===== src/rtl/digital_signal_pkg.sv =====
// Shared definitions for the digital signal generator.
//   gen_state_t   : FSM state encoding (IDLE, HIGH, LOW, FINISH)
//   CNT_W_DEFAULT : default width of every cycle/count field
package digital_signal_pkg;

    localparam int CNT_W_DEFAULT = 16;

    typedef enum logic [1:0] {
        ST_IDLE   = 2'd0,
        ST_HIGH   = 2'd1,
        ST_LOW    = 2'd2,
        ST_FINISH = 2'd3
    } gen_state_t;

endpackage


===== src/rtl/sig_phase_counter.sv =====
// Phase length down-counter.
//   clk, rst_n : clock, asynchronous active-low reset
//   load       : load load_val (takes priority over en)
//   load_val   : N-1 for an N-cycle phase
//   en         : count down by one per cycle while nonzero
//   terminal   : counter is at 0, i.e. current cycle is the last of the phase
module sig_phase_counter #(
    parameter int W = 16
) (
    input  logic         clk,
    input  logic         rst_n,
    input  logic         load,
    input  logic [W-1:0] load_val,
    input  logic         en,
    output logic         terminal
);

    logic [W-1:0] cnt_reg;

    // Loading N-1 and stopping at 0 gives exactly N cycles, including
    // N = 2^W-1, without ever needing a W+1-bit value.
    always_ff @(posedge clk or negedge rst_n) begin
        if (!rst_n) begin
            cnt_reg <= '0;
        end else if (load) begin
            cnt_reg <= load_val;
        end else if (en && (cnt_reg != '0)) begin
            cnt_reg <= cnt_reg - 1'b1;
        end
    end

    assign terminal = (cnt_reg == '0);

endmodule


===== src/rtl/digital_signal_gen.sv =====
// Programmable pulse-train generator.
//   clk, rst_n   : clock, asynchronous active-low reset
//   gen_start    : start request, honoured only in IDLE
//   gen_stop     : graceful stop; the running period always completes
//   high_cycles  : high phase length (sampled at start and period boundaries)
//   low_cycles   : low phase length (sampled at start and period boundaries)
//   pulse_count  : number of periods to emit, 0 = continuous (sampled at start)
//   gen_pin      : generated waveform (registered)
//   busy         : state is HIGH or LOW
//   period_done  : asserted during the last LOW cycle of every period
//   gen_done     : asserted during the single FINISH cycle
//   cfg_err      : one-cycle pulse after a start/reconfiguration is rejected
//   periods_sent : completed periods of the current or last run
module digital_signal_gen
    import digital_signal_pkg::*;
#(
    parameter int CNT_W = CNT_W_DEFAULT
) (
    input  logic             clk,
    input  logic             rst_n,
    input  logic             gen_start,
    input  logic             gen_stop,
    input  logic [CNT_W-1:0] high_cycles,
    input  logic [CNT_W-1:0] low_cycles,
    input  logic [CNT_W-1:0] pulse_count,
    output logic             gen_pin,
    output logic             busy,
    output logic             period_done,
    output logic             gen_done,
    output logic             cfg_err,
    output logic [CNT_W-1:0] periods_sent
);

    gen_state_t       state_reg, state_next;
    logic [CNT_W-1:0] low_reg;
    logic [CNT_W-1:0] count_reg;
    logic [CNT_W-1:0] periods_sent_reg;
    logic [CNT_W-1:0] sent_plus1;
    logic             stop_pending_reg;
    logic             gen_pin_reg;
    logic             cfg_err_reg;

    logic             cnt_load;
    logic [CNT_W-1:0] cnt_load_val;
    logic             cnt_en;
    logic             cnt_term;

    logic             latch_cfg;
    logic             latch_count;
    logic             sent_clear;
    logic             sent_inc;
    logic             cfg_err_next;
    logic             cfg_ok;
    logic             count_hit;
    logic             stop_now;
    logic             running;

    sig_phase_counter #(.W(CNT_W)) u_phase_cnt (
        .clk      (clk),
        .rst_n    (rst_n),
        .load     (cnt_load),
        .load_val (cnt_load_val),
        .en       (cnt_en),
        .terminal (cnt_term)
    );

    assign running    = (state_reg == ST_HIGH) || (state_reg == ST_LOW);
    assign cfg_ok     = (high_cycles != '0) && (low_cycles != '0);
    assign sent_plus1 = periods_sent_reg + 1'b1;
    assign count_hit  = (count_reg != '0) && (sent_plus1 == count_reg);
    // A stop arriving on the very last LOW cycle still ends the run there.
    assign stop_now   = stop_pending_reg || gen_stop;

    always_ff @(posedge clk or negedge rst_n) begin
        if (!rst_n) begin
            state_reg <= ST_IDLE;
        end else begin
            state_reg <= state_next;
        end
    end

    always_comb begin
        state_next   = state_reg;
        cnt_load     = 1'b0;
        cnt_load_val = '0;
        cnt_en       = 1'b0;
        latch_cfg    = 1'b0;
        latch_count  = 1'b0;
        sent_clear   = 1'b0;
        sent_inc     = 1'b0;
        cfg_err_next = 1'b0;

        case (state_reg)
            ST_IDLE: begin
                if (gen_start && !gen_stop) begin
                    if (cfg_ok) begin
                        state_next   = ST_HIGH;
                        cnt_load     = 1'b1;
                        cnt_load_val = high_cycles - 1'b1;
                        latch_cfg    = 1'b1;
                        latch_count  = 1'b1;
                        sent_clear   = 1'b1;
                    end else begin
                        cfg_err_next = 1'b1;
                    end
                end
            end
            ST_HIGH: begin
                cnt_en = 1'b1;
                if (cnt_term) begin
                    state_next   = ST_LOW;
                    cnt_load     = 1'b1;
                    cnt_load_val = low_reg - 1'b1;
                end
            end
            ST_LOW: begin
                cnt_en = 1'b1;
                if (cnt_term) begin
                    sent_inc = 1'b1;
                    if (count_hit || stop_now) begin
                        state_next = ST_FINISH;
                    end else if (!cfg_ok) begin
                        state_next   = ST_FINISH;
                        cfg_err_next = 1'b1;
                    end else begin
                        // Period boundary: new phase lengths take effect here.
                        state_next   = ST_HIGH;
                        cnt_load     = 1'b1;
                        cnt_load_val = high_cycles - 1'b1;
                        latch_cfg    = 1'b1;
                    end
                end
            end
            ST_FINISH: begin
                state_next = ST_IDLE;
            end
            default: begin
                state_next = ST_IDLE;
            end
        endcase
    end

    // The high length lives only in the phase counter once loaded; the low
    // length must be held until the HIGH phase ends.
    always_ff @(posedge clk or negedge rst_n) begin
        if (!rst_n) begin
            low_reg          <= '0;
            count_reg        <= '0;
            periods_sent_reg <= '0;
            stop_pending_reg <= 1'b0;
            gen_pin_reg      <= 1'b0;
            cfg_err_reg      <= 1'b0;
        end else begin
            if (latch_cfg) begin
                low_reg <= low_cycles;
            end
            if (latch_count) begin
                count_reg <= pulse_count;
            end
            if (sent_clear) begin
                periods_sent_reg <= '0;
            end else if (sent_inc) begin
                periods_sent_reg <= sent_plus1;
            end
            stop_pending_reg <= running ? (stop_pending_reg || gen_stop) : 1'b0;
            gen_pin_reg      <= (state_next == ST_HIGH);
            cfg_err_reg      <= cfg_err_next;
        end
    end

    assign gen_pin      = gen_pin_reg;
    assign busy         = running;
    assign period_done  = (state_reg == ST_LOW) && cnt_term;
    assign gen_done     = (state_reg == ST_FINISH);
    assign cfg_err      = cfg_err_reg;
    assign periods_sent = periods_sent_reg;

endmodule


===== config.mk =====
export PLATFORM = sky130hd
export DESIGN_NAME = digital_signal_gen
export DESIGN_NICKNAME = d
export VERILOG_FILES = /design/src/rtl/digital_signal_pkg.sv /design/src/rtl/sig_phase_counter.sv /design/src/rtl/digital_signal_gen.sv
export SDC_FILE = /design/constraint.sdc
export NUM_CORES = 1
export LEC_CHECK = 0
export CAP_MARGIN = 30
export CELL_PAD_IN_SITES_DETAIL_PLACEMENT = 1
export CELL_PAD_IN_SITES_GLOBAL_PLACEMENT = 2
export CORE_MARGIN = 2
export CORE_UTILIZATION = 36
export DETAILED_ROUTE_END_ITERATION = 16
export GPL_TIMING_DRIVEN = 0
export PLACE_DENSITY = 0.89
export SLEW_MARGIN = 0
export SYNTH_ARGS = -nofsm -noshare
export SYNTH_HDL_FRONTEND = slang
export SYNTH_HIERARCHICAL = 1
export SYNTH_SLANG_ARGS = --single-unit

===== constraint.sdc =====
create_clock -name clk -period 8.2 [get_ports clk]
set_clock_uncertainty 0.1 [all_clocks]
set_input_delay 1.64 -clock clk [delete_from_list [all_inputs] [get_ports clk]]
set_output_delay 1.64 -clock clk [all_outputs]
set_load 0.05 [all_outputs]

# After elaboration in Yosys (flattened, before gate mapping)
# Index checks and enable logic that the tools add are counted.
[word_totals]
ff_bits = 69
inputBits = 52
word_cells = 68
output_inout_bits = 21
[classes]
n_mux = 33
n_addsub = 4
n_eq_ne = 5
reduce_logical = 18
[op_table]
columns = ["cell", "n"]
rows = [
  ["$mux 16", 9],
  ["$reduce_bool 16->1", 4],
  ["$pmux 16 s3", 1],
  ["$sub 16x1->16 const B", 3],
  ["$add 16x1->16 const B", 1],
  ["$eq 16x16->1", 1],
  ["$logic_not 16->1", 1],
  ["$mux 1", 13],
  ["$mux 2", 6],
  ["$pmux 2 s4", 1],
  ["$logic_and 1x1->1", 5],
  ["$eq 2x1->1 const B", 2],
  ["$eq 2x2->1 const B", 2],
  ["$pmux 1 s2", 2],
  ["$reduce_bool 2->1", 2],
  ["$logic_or 1x1->1", 3],
  ["$pmux 1 s3", 1],
  ["$logic_not 2->1", 1],
  ["$reduce_or 2->1", 1],
  ["$logic_not 1->1", 1],
]

# Longest topological paths before layout
[logic_depth]
ltp_word = 8
mapped_depth = 15
depth_no_buf = 13

# By module
# Netlist, hierarchy kept.
[by_module_without_submodules]
columns = ["mod", "cells_each", "seq_area_each_um2", "n_inst", "area_per_inst_um2"]
rows = [
  ["digital_signal_gen", 353, 1326.3, 1, 3498.4],
  ["sig_phase_counter", 123, 400.4, 1, 1044.8],
]

# Worst setup path before layout
# No wires, ideal clock.
[synth_path]
path_type = "in2reg"
from = "in high_cycles[6]"
to = "reg u_phase_cnt.cnt_reg[3]"
arrival_ps = 4297
setup_slack_ps = 3733
cell_stages = 9
n_path_buf = 1
required_time_ps = 8031
setup_ps = 69
path_cell_list = "or4_1 -> nand4bb_1 -> o31ai_1 -> nor2_1 -> a41oi_4 -> buf_2 -> o21ai_0 -> or4_2 -> nand3_1"
[synth_between]
elab_chain_cells = 7
elab_cells_between_ends = 14
classes_between = "11 x mux; 3 x reduce/logical"
[synth_rtl]
columns = ["item", "line", "text"]
rows = [
  ["start: declaration", "digital_signal_gen.sv:23", "input logic [CNT_W-1:0] high_cycles,"],
  ["$reduce_bool 16->1 (*)", "digital_signal_gen.sv:68", "assign cfg_ok = (high_cycles != '0) && (low_cycles != '0);"],
  ["$logic_and 1x1->1 (*)", "digital_signal_gen.sv:68", ""],
  ["$mux 1 (*)", "digital_signal_gen.sv:96, digital_signal_gen.sv:122", ""],
  ["$mux 1", "digital_signal_gen.sv:120", "if (count_hit || stop_now) begin"],
  ["$mux 1", "digital_signal_gen.sv:118", "if (cnt_term) begin"],
  ["$pmux 1 s3 (*)", "digital_signal_gen.sv:93", "case (state_reg)"],
  ["via cnt_load", "digital_signal_gen.sv:43", "logic cnt_load;"],
  ["$mux 16 / $reduce_bool 2->1 (equally long branches)", "n/a", ""],
  ["end signal: assignment", "sig_phase_counter.sv:26", "cnt_reg <= load_val;"],
  ["end signal: assignment", "sig_phase_counter.sv:28", "cnt_reg <= cnt_reg - 1'b1;"],
  ["end: declaration", "sig_phase_counter.sv:18", "logic [W-1:0] cnt_reg;"],
]
# Mark *: on every way through the listed nets, which the timed path passes. The rest lies on a longest branch.
# A chain may end at the register's enable or synchronous reset.

# Worst setup path after layout
[layout_path]
from = "reg u_phase_cnt.cnt_reg[7]"
to = "out period_done"
[layout_between]
elab_chain_cells = 2
[layout_rtl]
columns = ["item", "line", "text"]
rows = [
  ["$logic_not 16->1", "sig_phase_counter.sv:32", "assign terminal = (cnt_reg == '0);"],
  ["via cnt_term", "digital_signal_gen.sv:46", "logic cnt_term;"],
  ["$logic_and 1x1->1", "digital_signal_gen.sv:173", "assign period_done = (state_reg == ST_LOW) && cnt_term;"],
  ["end: declaration", "digital_signal_gen.sv:28", "output logic period_done,"],
]
# The timed path passes the listed nets, and every way through them passes these cells.

==> results.md <==
- Die Area: between 10000 and 15000 um^2
- Critical path start-end classification: register to output port
- Max Slew Vio Count: 0
- Worst min-delay path startpoint: low_reg[15]
- Port Buf Inserts: 72
- Width of the die: 116 um
- Worst slack on hold paths: 0.427 ns
- Series of cell instances along the critical path: nor4_1 -> nand4_1 -> inv_1 -> buf_6 -> nand2_1 -> clkinv_1 -> clkdlybuf4s50_1
- Area taken by flip-flops and latches: around 1700 um^2
- Starting Density: 0.364
- CP Capture Type: output port
- Highest net fanout along the worst path: 14
- Leakage: 2.17 nW
- Post-CTS Hold Fix Bufs: 0
- Via count of the first global-routing pass: 4195
- Number of search-and-repair iterations in the first detailed-routing pass: 4
- Leading cell types in the layout, fill and taps excluded: 71 x sky130_fd_sc_hd__clkdlybuf4s50_1, 69 x sky130_fd_sc_hd__dfrtp_1, 56 x sky130_fd_sc_hd__nor2_1
- Combined global-route utilization of all metal layers: 0.213
- Area of the placeable core: 12500 um^2
- Layout Area Growth over Synthesis: 28.2%
- Clock root cell: sky130_fd_sc_hd__clkbuf_16
- Clk buf depth: 2
- VDD IR-drop max: 147 uV
- Setup repair after global routing missed its margin: false
- Slowest library cell on the worst path: sky130_fd_sc_hd__clkdlybuf4s50_1
- Sequential cell area fraction in the yosys report: 0.380
- Top cell type by total area after synthesis: sky130_fd_sc_hd__dfrtp_1
- Multi-input gate area: 2650 um^2
- Final routed DRC violation total: 0
- Number of maximum-capacitance violations: 0
- Cell variety after synth: 67
- Family of cells with the greatest summed delay on the critical path: buffers and inverters
- Global-route wire length before repair: 22400 um
- Syn nets: 536
- Number of DRC markers in iteration 0: ~240
- Data arrival, critical path: ~3.7 ns
- Final hold violation count: 0
- Post-synth design cell area: 4540 um^2
- CTS tree: built
- Fraction of post-synthesis cell area in the top cell type by area: 0.380
- Post-CTS setup-driven buffer insertion count: 0
- Layout cell share with drive strength beyond 1: 0.113
- Fill cell total of the finished layout: 1428
- Ranking of synthesized cells by area: sky130_fd_sc_hd__dfrtp_1 38%, sky130_fd_sc_hd__xnor2_1 7.7%, sky130_fd_sc_hd__mux2_2 4.7%
- Hpwl dp: between 10000 and 15000 um
- Clock transition at the registers of the reported paths: 0.05 ns
- H-tree depth: 3
- Period utilization: 0.660
- EDFF count, synth: 0
- Most frequent standard cell in the layout excluding fill and tap cells: sky130_fd_sc_hd__clkdlybuf4s50_1
- Final WL: 13500 um
- Ratio of routed vias to standard cells: about 5.5
- Worst r2r src: u_phase_cnt/cnt_reg[7]
- Path class of the lowest-slack min-delay path: register to register
- Grt total ovfl: 0
- Critical path data required time: 6.46 ns
- Final antenna diode count: 0
- Status: complete, no violations
- Global placement routability congestion: approximately 0.84
- Top-level I/O count: 73
- Max_slew headroom: 0.402
- Kind of launch point of the worst setup path: register
- Number of nets in the final layout: 619
- Gates resized, CTS repair: 0
- Total negative setup slack: 0 ns
- FF+latch count, synth: 69
- Setup crit start: u_phase_cnt/cnt_reg[7]
- Finish-stage setup viols: 0
- Mean routed wirelength per cell: 18.4 um
- Slew of the pin with the lowest slew margin: ~0.9 ns
- Via count: 4016
- Post-synth ARST share: 1.00
- Main flop type after synthesis: sky130_fd_sc_hd__dfrtp_1
- Total power per unit cell area: 284 nW/um^2
- WP buf/inv: 4
- Source-to-sink clock delay at the later pin of the worst-skew pair: 0.34 ns
- Delay of the slowest cell on the worst path: 0.86 ns
- Highest achievable clock rate: 0.185 GHz
- Initial antenna violation count: 0
- Number of clock buffers inserted by TritonCTS: 9
- Largest net degree at the start of global routing: 70
- Yosys Warn Count: 6
- Shortest clock period the worst path allows after layout: 5.41 ns
- Avg Inst Size Synth: 9.54 um^2
- Number of sinks on the clock net: between 60 and 70
- Gate count after technology mapping: 476
- Antenna viol nets, final: 0
- Placement row count: 41
- Overall die height: 116 um
layer usage:
layer	routed length, um	global-route usage	up-vias
met4	190	0.0627	0
met2	6560	0.346	71
met3	456	0.0296	12
li1	-	-	1937
met1	6340	0.298	1996
met5	0	0	-
worst register-to-register path, cell delays in order, from the launching register on:
cell and delay (ns):
sky130_fd_sc_hd__dfrtp_1 0.45, sky130_fd_sc_hd__nor4_1 0.70, sky130_fd_sc_hd__nand4_1 0.28, sky130_fd_sc_hd__inv_1 0.34, sky130_fd_sc_hd__buf_6 0.22, sky130_fd_sc_hd__nand2_1 0.21
sky130_fd_sc_hd__clkinv_1 0.28, sky130_fd_sc_hd__a41oi_4 0.26, sky130_fd_sc_hd__buf_2 0.26, sky130_fd_sc_hd__o21ai_0 0.58, sky130_fd_sc_hd__clkbuf_1 0.41, sky130_fd_sc_hd__nor2_1 0.10
sky130_fd_sc_hd__a311o_1 0.36
stage by stage:
stage | setup WS, ns | cells | cell area [um^2] | power (mW) | utilization
CTS | 2.77 | 736 | 5830 | 1.66 | 0.467
detailed placement | 2.64 | 720 | 5480 | 1.19 | 0.439
finish | 2.79 | 736 | 5830 | 1.65 | 0.467
floorplan | 3.73 | 476 | 4540 | 1.00 | -
global placement | 2.72 | 720 | 5480 | 1.16 | 0.440
global route | 2.48 | 736 | 5830 | 1.76 | 0.467
cells in the mapped netlist, types with 6 or more instances:
cell type,number
sky130_fd_sc_hd__o21ai_0,11
sky130_fd_sc_hd__nor3_1,20
sky130_fd_sc_hd__o32ai_1,16
sky130_fd_sc_hd__xor2_1,21
sky130_fd_sc_hd__nor4_1,21
sky130_fd_sc_hd__nand2_1,27
sky130_fd_sc_hd__or4_1,10
sky130_fd_sc_hd__nor2_1,56
sky130_fd_sc_hd__dfrtp_1,69
sky130_fd_sc_hd__xnor2_1,40
sky130_fd_sc_hd__nand3_1,13
sky130_fd_sc_hd__clkbuf_1,7
sky130_fd_sc_hd__a31oi_1,12
sky130_fd_sc_hd__nand4_1,6
sky130_fd_sc_hd__o31ai_1,6
sky130_fd_sc_hd__ha_1,8
sky130_fd_sc_hd__a21oi_1,7
sky130_fd_sc_hd__or3_1,8
sky130_fd_sc_hd__inv_1,18
sky130_fd_sc_hd__mux2_4,10
sky130_fd_sc_hd__mux2_2,19
power breakdown:
group | total [mW] | leakage (nW) | internal (mW) | switching [mW]
sequential | 0.628 | 0.861 | 0.467 | 0.161
combinational | 0.572 | 1.15 | 0.289 | 0.283
clock | 0.453 | 0.165 | 0.305 | 0.149
path summary, 6_finish.rpt:
| check | to | slack (ns) | depth (start not counted) |
|---|---|---|---|
| hold reg to reg | low_reg[15] | 0.43 | 1 |
| setup / recovery | period_done | 2.79 | 7 |
| max in group asynchronous | u_phase_cnt/cnt_reg[2] | 6.09 | 1 |
| setup reg to reg | u_phase_cnt/cnt_reg[11] | 3.55 | 12 |
| hold / removal | low_reg[15] | 0.43 | 1 |
| min in group asynchronous | low_reg[4] | 1.32 | 1 |
cell families after synthesis:
family          count (synthesis)  share of synthesized area
simple gates                  195                      0.231
compound gates                 74                      0.122
flops                          69                      0.380
xor+xnor                       61                      0.118
buf+inv                        36                     0.0375
mux                            33                     0.0898
fa+ha+maj                       8                     0.0220
cell type report:
cell class,instances,share of cell area
Multi-Input combinational cell,371,0.454
Sequential cell,69,0.296
Timing Repair Buffer,72,0.123
Clock buffer,10,0.0410
Tap cell,172,0.0369
Clock inverter,6,0.0189
Buffer,17,0.0170
Inverter,19,0.0122
(Power assumes the default switching activity.)
